$ cat config.mk
export PLATFORM = sky130hd
export DESIGN_NAME = dds_sweep_ctrl
export DESIGN_NICKNAME = d
export VERILOG_FILES = /design/src/rtl/dds_sweep_ctrl.sv
export SDC_FILE = /design/constraint.sdc
export NUM_CORES = 1
export LEC_CHECK = 0
export CAP_MARGIN = 20
export CELL_PAD_IN_SITES_DETAIL_PLACEMENT = 1
export CELL_PAD_IN_SITES_GLOBAL_PLACEMENT = 1
export CORE_MARGIN = 2
export CORE_UTILIZATION = 49
export DETAILED_ROUTE_END_ITERATION = 6
export DONT_BUFFER_PORTS = 1
export GPL_TIMING_DRIVEN = 1
export PLACE_DENSITY_LB_ADDON = 0.1
export SKIP_CTS_REPAIR_TIMING = 1
export SYNTH_ARGS = -nofsm -noshare
export SYNTH_HDL_FRONTEND = slang
export SYNTH_SLANG_ARGS = --single-unit
export TNS_END_PERCENT = 10
$ cat constraint.sdc
create_clock -name sys_clk -period 7.62 [get_ports sys_clk]
set_input_delay 0.762 -clock sys_clk [delete_from_list [all_inputs] [get_ports sys_clk]]
set_output_delay 0.762 -clock sys_clk [all_outputs]
set_load 0.01 [all_outputs]
$ cat src/rtl/dds_sweep_ctrl.sv
// DDS frequency sweep controller: steps the accumulator increment from f_start to f_stop (optionally back down).
// Latency: first word one cycle after start is accepted; later words max(dwell,1) cycles apart.
// No backpressure: start is sampled only in IDLE; abort wins. Optional step_count output under DDS_SWEEP_STATUS_EN.
module dds_sweep_ctrl #(
  parameter int ACC_LENGTH  = 48,
  parameter int DWELL_WIDTH = 24
) (
  input  logic                   sys_clk,
  input  logic                   rst_n,
  input  logic                   start,
  input  logic                   abort,
  input  logic                   continuous,
  input  logic                   bidir,
  input  logic [ACC_LENGTH-1:0]  f_start,
  input  logic [ACC_LENGTH-1:0]  f_stop,
  input  logic [ACC_LENGTH-1:0]  f_step,
  input  logic [DWELL_WIDTH-1:0] dwell,
  output logic [ACC_LENGTH-1:0]  increment,
  output logic                   load_increment,
  output logic                   busy,
  output logic                   done
`ifdef DDS_SWEEP_STATUS_EN
  ,
  output logic [15:0]            step_count
`endif
);

  typedef enum logic [2:0] {IDLE, LOAD, DWELL, STEP, FINISH} state_t;

  state_t                 state;
  logic [ACC_LENGTH-1:0]  c_start;
  logic [ACC_LENGTH-1:0]  c_stop;
  logic [ACC_LENGTH-1:0]  c_step;
  logic [DWELL_WIDTH-1:0] c_dwell_m1;
  logic [DWELL_WIDTH-1:0] cnt;
  logic                   c_bidir;
  logic                   c_cont;
  logic                   c_degen;
  logic                   dir_down;
  logic                   last_word;

  logic [DWELL_WIDTH-1:0] dwell_m1_in;
  logic                   degen_in;
  logic [ACC_LENGTH:0]    up_sum;
  logic [ACC_LENGTH:0]    dn_diff;
  logic [ACC_LENGTH-1:0]  up_word;
  logic [ACC_LENGTH-1:0]  dn_word;
  logic [ACC_LENGTH-1:0]  next_word;

  // Next word is derived from the word currently on the output; the extra bit catches carry/borrow.
  always_comb begin
    dwell_m1_in = (dwell == '0) ? '0 : dwell - DWELL_WIDTH'(1);
    degen_in    = (f_step == '0) || (f_stop <= f_start);
    up_sum      = {1'b0, increment} + {1'b0, c_step};
    dn_diff     = {1'b0, increment} - {1'b0, c_step};
    up_word     = (up_sum[ACC_LENGTH] || (up_sum[ACC_LENGTH-1:0] >= c_stop))
                  ? c_stop : up_sum[ACC_LENGTH-1:0];
    dn_word     = (dn_diff[ACC_LENGTH] || (dn_diff[ACC_LENGTH-1:0] <= c_start))
                  ? c_start : dn_diff[ACC_LENGTH-1:0];
    next_word   = dir_down ? dn_word : up_word;
  end

  always_ff @(posedge sys_clk or negedge rst_n) begin
    if (!rst_n) begin
      state          <= IDLE;
      increment      <= '0;
      load_increment <= 1'b0;
      busy           <= 1'b0;
      done           <= 1'b0;
      cnt            <= '0;
      c_start        <= '0;
      c_stop         <= '0;
      c_step         <= '0;
      c_dwell_m1     <= '0;
      c_bidir        <= 1'b0;
      c_cont         <= 1'b0;
      c_degen        <= 1'b0;
      dir_down       <= 1'b0;
      last_word      <= 1'b0;
    end else begin
      load_increment <= 1'b0;
      done           <= 1'b0;
      case (state)
        IDLE: begin
          if (start && !abort) begin
            c_start        <= f_start;
            c_stop         <= f_stop;
            c_step         <= f_step;
            c_dwell_m1     <= dwell_m1_in;
            c_bidir        <= bidir;
            c_cont         <= continuous;
            c_degen        <= degen_in;
            last_word      <= degen_in;
            dir_down       <= 1'b0;
            cnt            <= dwell_m1_in;
            increment      <= f_start;
            load_increment <= 1'b1;
            busy           <= 1'b1;
            state          <= LOAD;
          end
        end
        LOAD, DWELL, STEP, FINISH: begin
          if (abort) begin
            busy  <= 1'b0;
            state <= IDLE;
          end else if (state == FINISH) begin
            if (c_cont) begin
              last_word      <= c_degen;
              dir_down       <= 1'b0;
              cnt            <= c_dwell_m1;
              increment      <= c_start;
              load_increment <= 1'b1;
              state          <= LOAD;
            end else begin
              busy  <= 1'b0;
              state <= IDLE;
            end
          end else if (cnt != '0) begin
            // STEP is the final dwell cycle, in which the next word is computed.
            cnt   <= cnt - DWELL_WIDTH'(1);
            state <= (cnt == DWELL_WIDTH'(1)) ? STEP : DWELL;
          end else if (last_word) begin
            done  <= 1'b1;
            state <= FINISH;
          end else begin
            increment      <= next_word;
            load_increment <= 1'b1;
            cnt            <= c_dwell_m1;
            state          <= (c_dwell_m1 == '0) ? STEP : DWELL;
            if (!dir_down && (up_word == c_stop)) begin
              if (c_bidir) dir_down  <= 1'b1;
              else         last_word <= 1'b1;
            end else if (dir_down && (dn_word == c_start)) begin
              last_word <= 1'b1;
            end
          end
        end
        default: begin
          busy  <= 1'b0;
          state <= IDLE;
        end
      endcase
    end
  end

`ifdef DDS_SWEEP_STATUS_EN
  always_ff @(posedge sys_clk or negedge rst_n) begin
    if (!rst_n) begin
      step_count <= '0;
    end else if ((state == IDLE) && start && !abort) begin
      step_count <= '0;
    end else if (load_increment && (step_count != 16'hFFFF)) begin
      step_count <= step_count + 16'd1;
    end
  end
`endif

endmodule

==> results.tsv <==
metric	value	unit
clock_skew	0.0370	ns
drcViolationCount	0	
fin_ws	0.221	ns
grt_usage	0.512	
critical_path.most_common_cell	buf_4	
path_class	reg -> reg	
top_usage_layer	met2	
numPortBuffers	0	
dpl.hpwl	113	mm
reg2reg_depth	25	
avgSynthCellArea	7.47	µm²
h-tree-depth	2	
drt_iter0_drc	4127	
fmax	135	MHz
layout_min_cycle_time	7.40	ns
gp_congestion	1.06	
setup_tns	0	ns
synth-main-ff-cell	dfrtp_1	
ant_nets	0	
whs	0.212	ns
dieHeight	236	µm
nets	3936	
cts_buffers	34	
pin_count	225	
synthCells	3535	
critPathCaptureType	flip-flop	
finalHoldViolCount	0	
cp_top_family	compound AO/OA/AOI/OAI gates	
overflow	0	
cts-root-buf	clkbuf_16	
avgViaCountPerCell	7.27	
finalWirelength	146	mm
final_layout_size_suffix_gt1_frac	0.0777	
setup_viol	0	
synthArstFlopShare	1.00	
syn-cell-area	26400	µm²
status	finished, violations left	
fin_crit_sh	0.971	
grt_use_met1	0.636	
vias	30800	
min_path_type	in -> async	
grt_max_degree	252	
cts_buffer_depth	3	
reg2reg_slack	0.22	ns
drv_slew	137	
nFillCells	6711	
tightest_slew	1.78	ns
fp-row-count	85	
rr_startpoint	increment[21]	
start_util	0.494	
drv_cap	0	
die_area	55800	µm²
ys_seq_area_frac	0.238	
path_clk_slew	0.06	ns
max_slew_margin	-0.188	
use_met2	0.768	
cp_max_fo	19	
place_ws	0.563	ns
grt_pass1_wl	212	mm
crit_arrival	7.81	ns
synth_nets	3954	
startpoint_type	flip-flop	
violations	slew limit	
tritoncts	built	
synth.distinct_cells	98	
dr.pass1.iters	6	
final_util	0.540	
clk_latency	0.60	ns
die_x	236	µm
critPathBufInv	7	
worstPathRequired	8.03	ns
worst_path_largest_cell_delay	0.87	ns
met3_usage	0.166	
crit_slowest_cell	ha_1	
ys_warn_count	0	
wire_per_inst	34.5	µm
synth_seq_cells	251	
core_area	53500	µm²
synth_edf_count	0	
areaGrowthSynthToFinish	9.46	%
grt_setup_unrepaired	false	
antenna_found_initial	7	
cts_sinks	251	
reg2reg_to	increment[41]	
grt_pass1_vias	31400	
placed cells by master (no fill, tap or decap), drive strengths merged, types with 15 or more instances in the layout:
master   synthesis  routed
nand4           86      86
and2            19      19
xor2            36      36
mux2i           72      72
xnor2          144     144
a311oi          33      33
o221ai          20      20
o21ai          316     316
nand3           58      58
buf             43     134
o21a            19      19
nor3           107     107
nand2b          21      21
a2111oi         15      15
a211oi          40      40
nor2b           29      29
nor2           285     285
o2111ai         19      19
nand2          479     479
o211ai          22      22
ha             243     243
nor4            75      75
a21o            70      70
a21oi          321     321
dfrtp          251     251
mux2            26      26
inv            252     254
o31ai           47      47
clkbuf         146      48
routing by layer:
| layer | vias to the layer above | share of wire |
|---|---|---|
| met3 | 577 | 0.12 |
| met5 | - | 0.00017 |
| met4 | 4 | 0.073 |
| met2 | 2266 | 0.43 |
| li1 | 12700 | - |
| met1 | 15300 | 0.38 |
through the flow:
stage / area [µm²] / std cells
final: 28900 / 4241
after global routing: 28900 / 4237
after CTS: 28800 / 4231
after detailed placement: 27600 / 4171
after global placement: 27600 / 4170
after floorplan: 26400 / 3535
state kept, by name, summed over array words and instances (netlist names):
register and count:
c_bidir 1, c_step 48, c_degen 1, c_dwell_m1 24, c_start 48, dir_down 1, c_stop 48, state 3
increment 48, load_increment 1, cnt 24, busy 1, last_word 1, done 1, c_cont 1
layout make-up:
class,instances,area [µm²],share of cell area
Multi-Input combinational cell,2836,18500,0.639
Sequential cell,251,6290,0.218
Timing Repair Buffer,135,1110,0.0385
Inverter,259,975,0.0337
Clock buffer,47,971,0.0336
Tap cell,696,871,0.0301
Clock inverter,13,209,0.00723
Antenna cell,4,10.0,0.000346
worst max-delay path by stage:
stage / to / cells after the start / slack (ns) / start
final: increment[41] / 25 / 0.22 / increment[21]
after global routing: increment[0] / 24 / 0.08 / increment[21]
after CTS: increment[41] / 25 / 0.51 / increment[21]
after detailed placement: increment[41] / 25 / 0.56 / increment[21]
after global placement: increment[41] / 20 / 0.70 / increment[25]
after floorplan: increment[13] / 25 / 1.70 / increment[0]
cells by family after synthesis:
kind of cell               after synthesis  share of synthesized area
DFF                                    251                      0.238
buffers and inverters                  448                     0.0659
adders and majority gates              245                      0.117
AOI/OAI and AO/OA                     1062                      0.254
and+or+nand+nor                       1241                      0.219
muxes                                   98                     0.0384
xor gates and xnor gates               190                     0.0682
cells in the mapped netlist, drive strengths merged, types with 58 or more instances:
library cell | instances | area [µm²]
a21o | 70 | 526
mux2i | 72 | 721
dfrtp | 251 | 6280
nand4 | 86 | 538
o21ai | 316 | 1580
nand2 | 479 | 1800
ha | 243 | 3040
xnor2 | 144 | 1260
inv | 252 | 948
nor4 | 75 | 482
clkbuf | 146 | 548
nor3 | 107 | 541
nor2 | 285 | 1070
nand3 | 58 | 290
a21oi | 321 | 1630
Power is not shown: default switching activity piles up to over one toggle a cycle in this logic, so the estimate is an artifact.
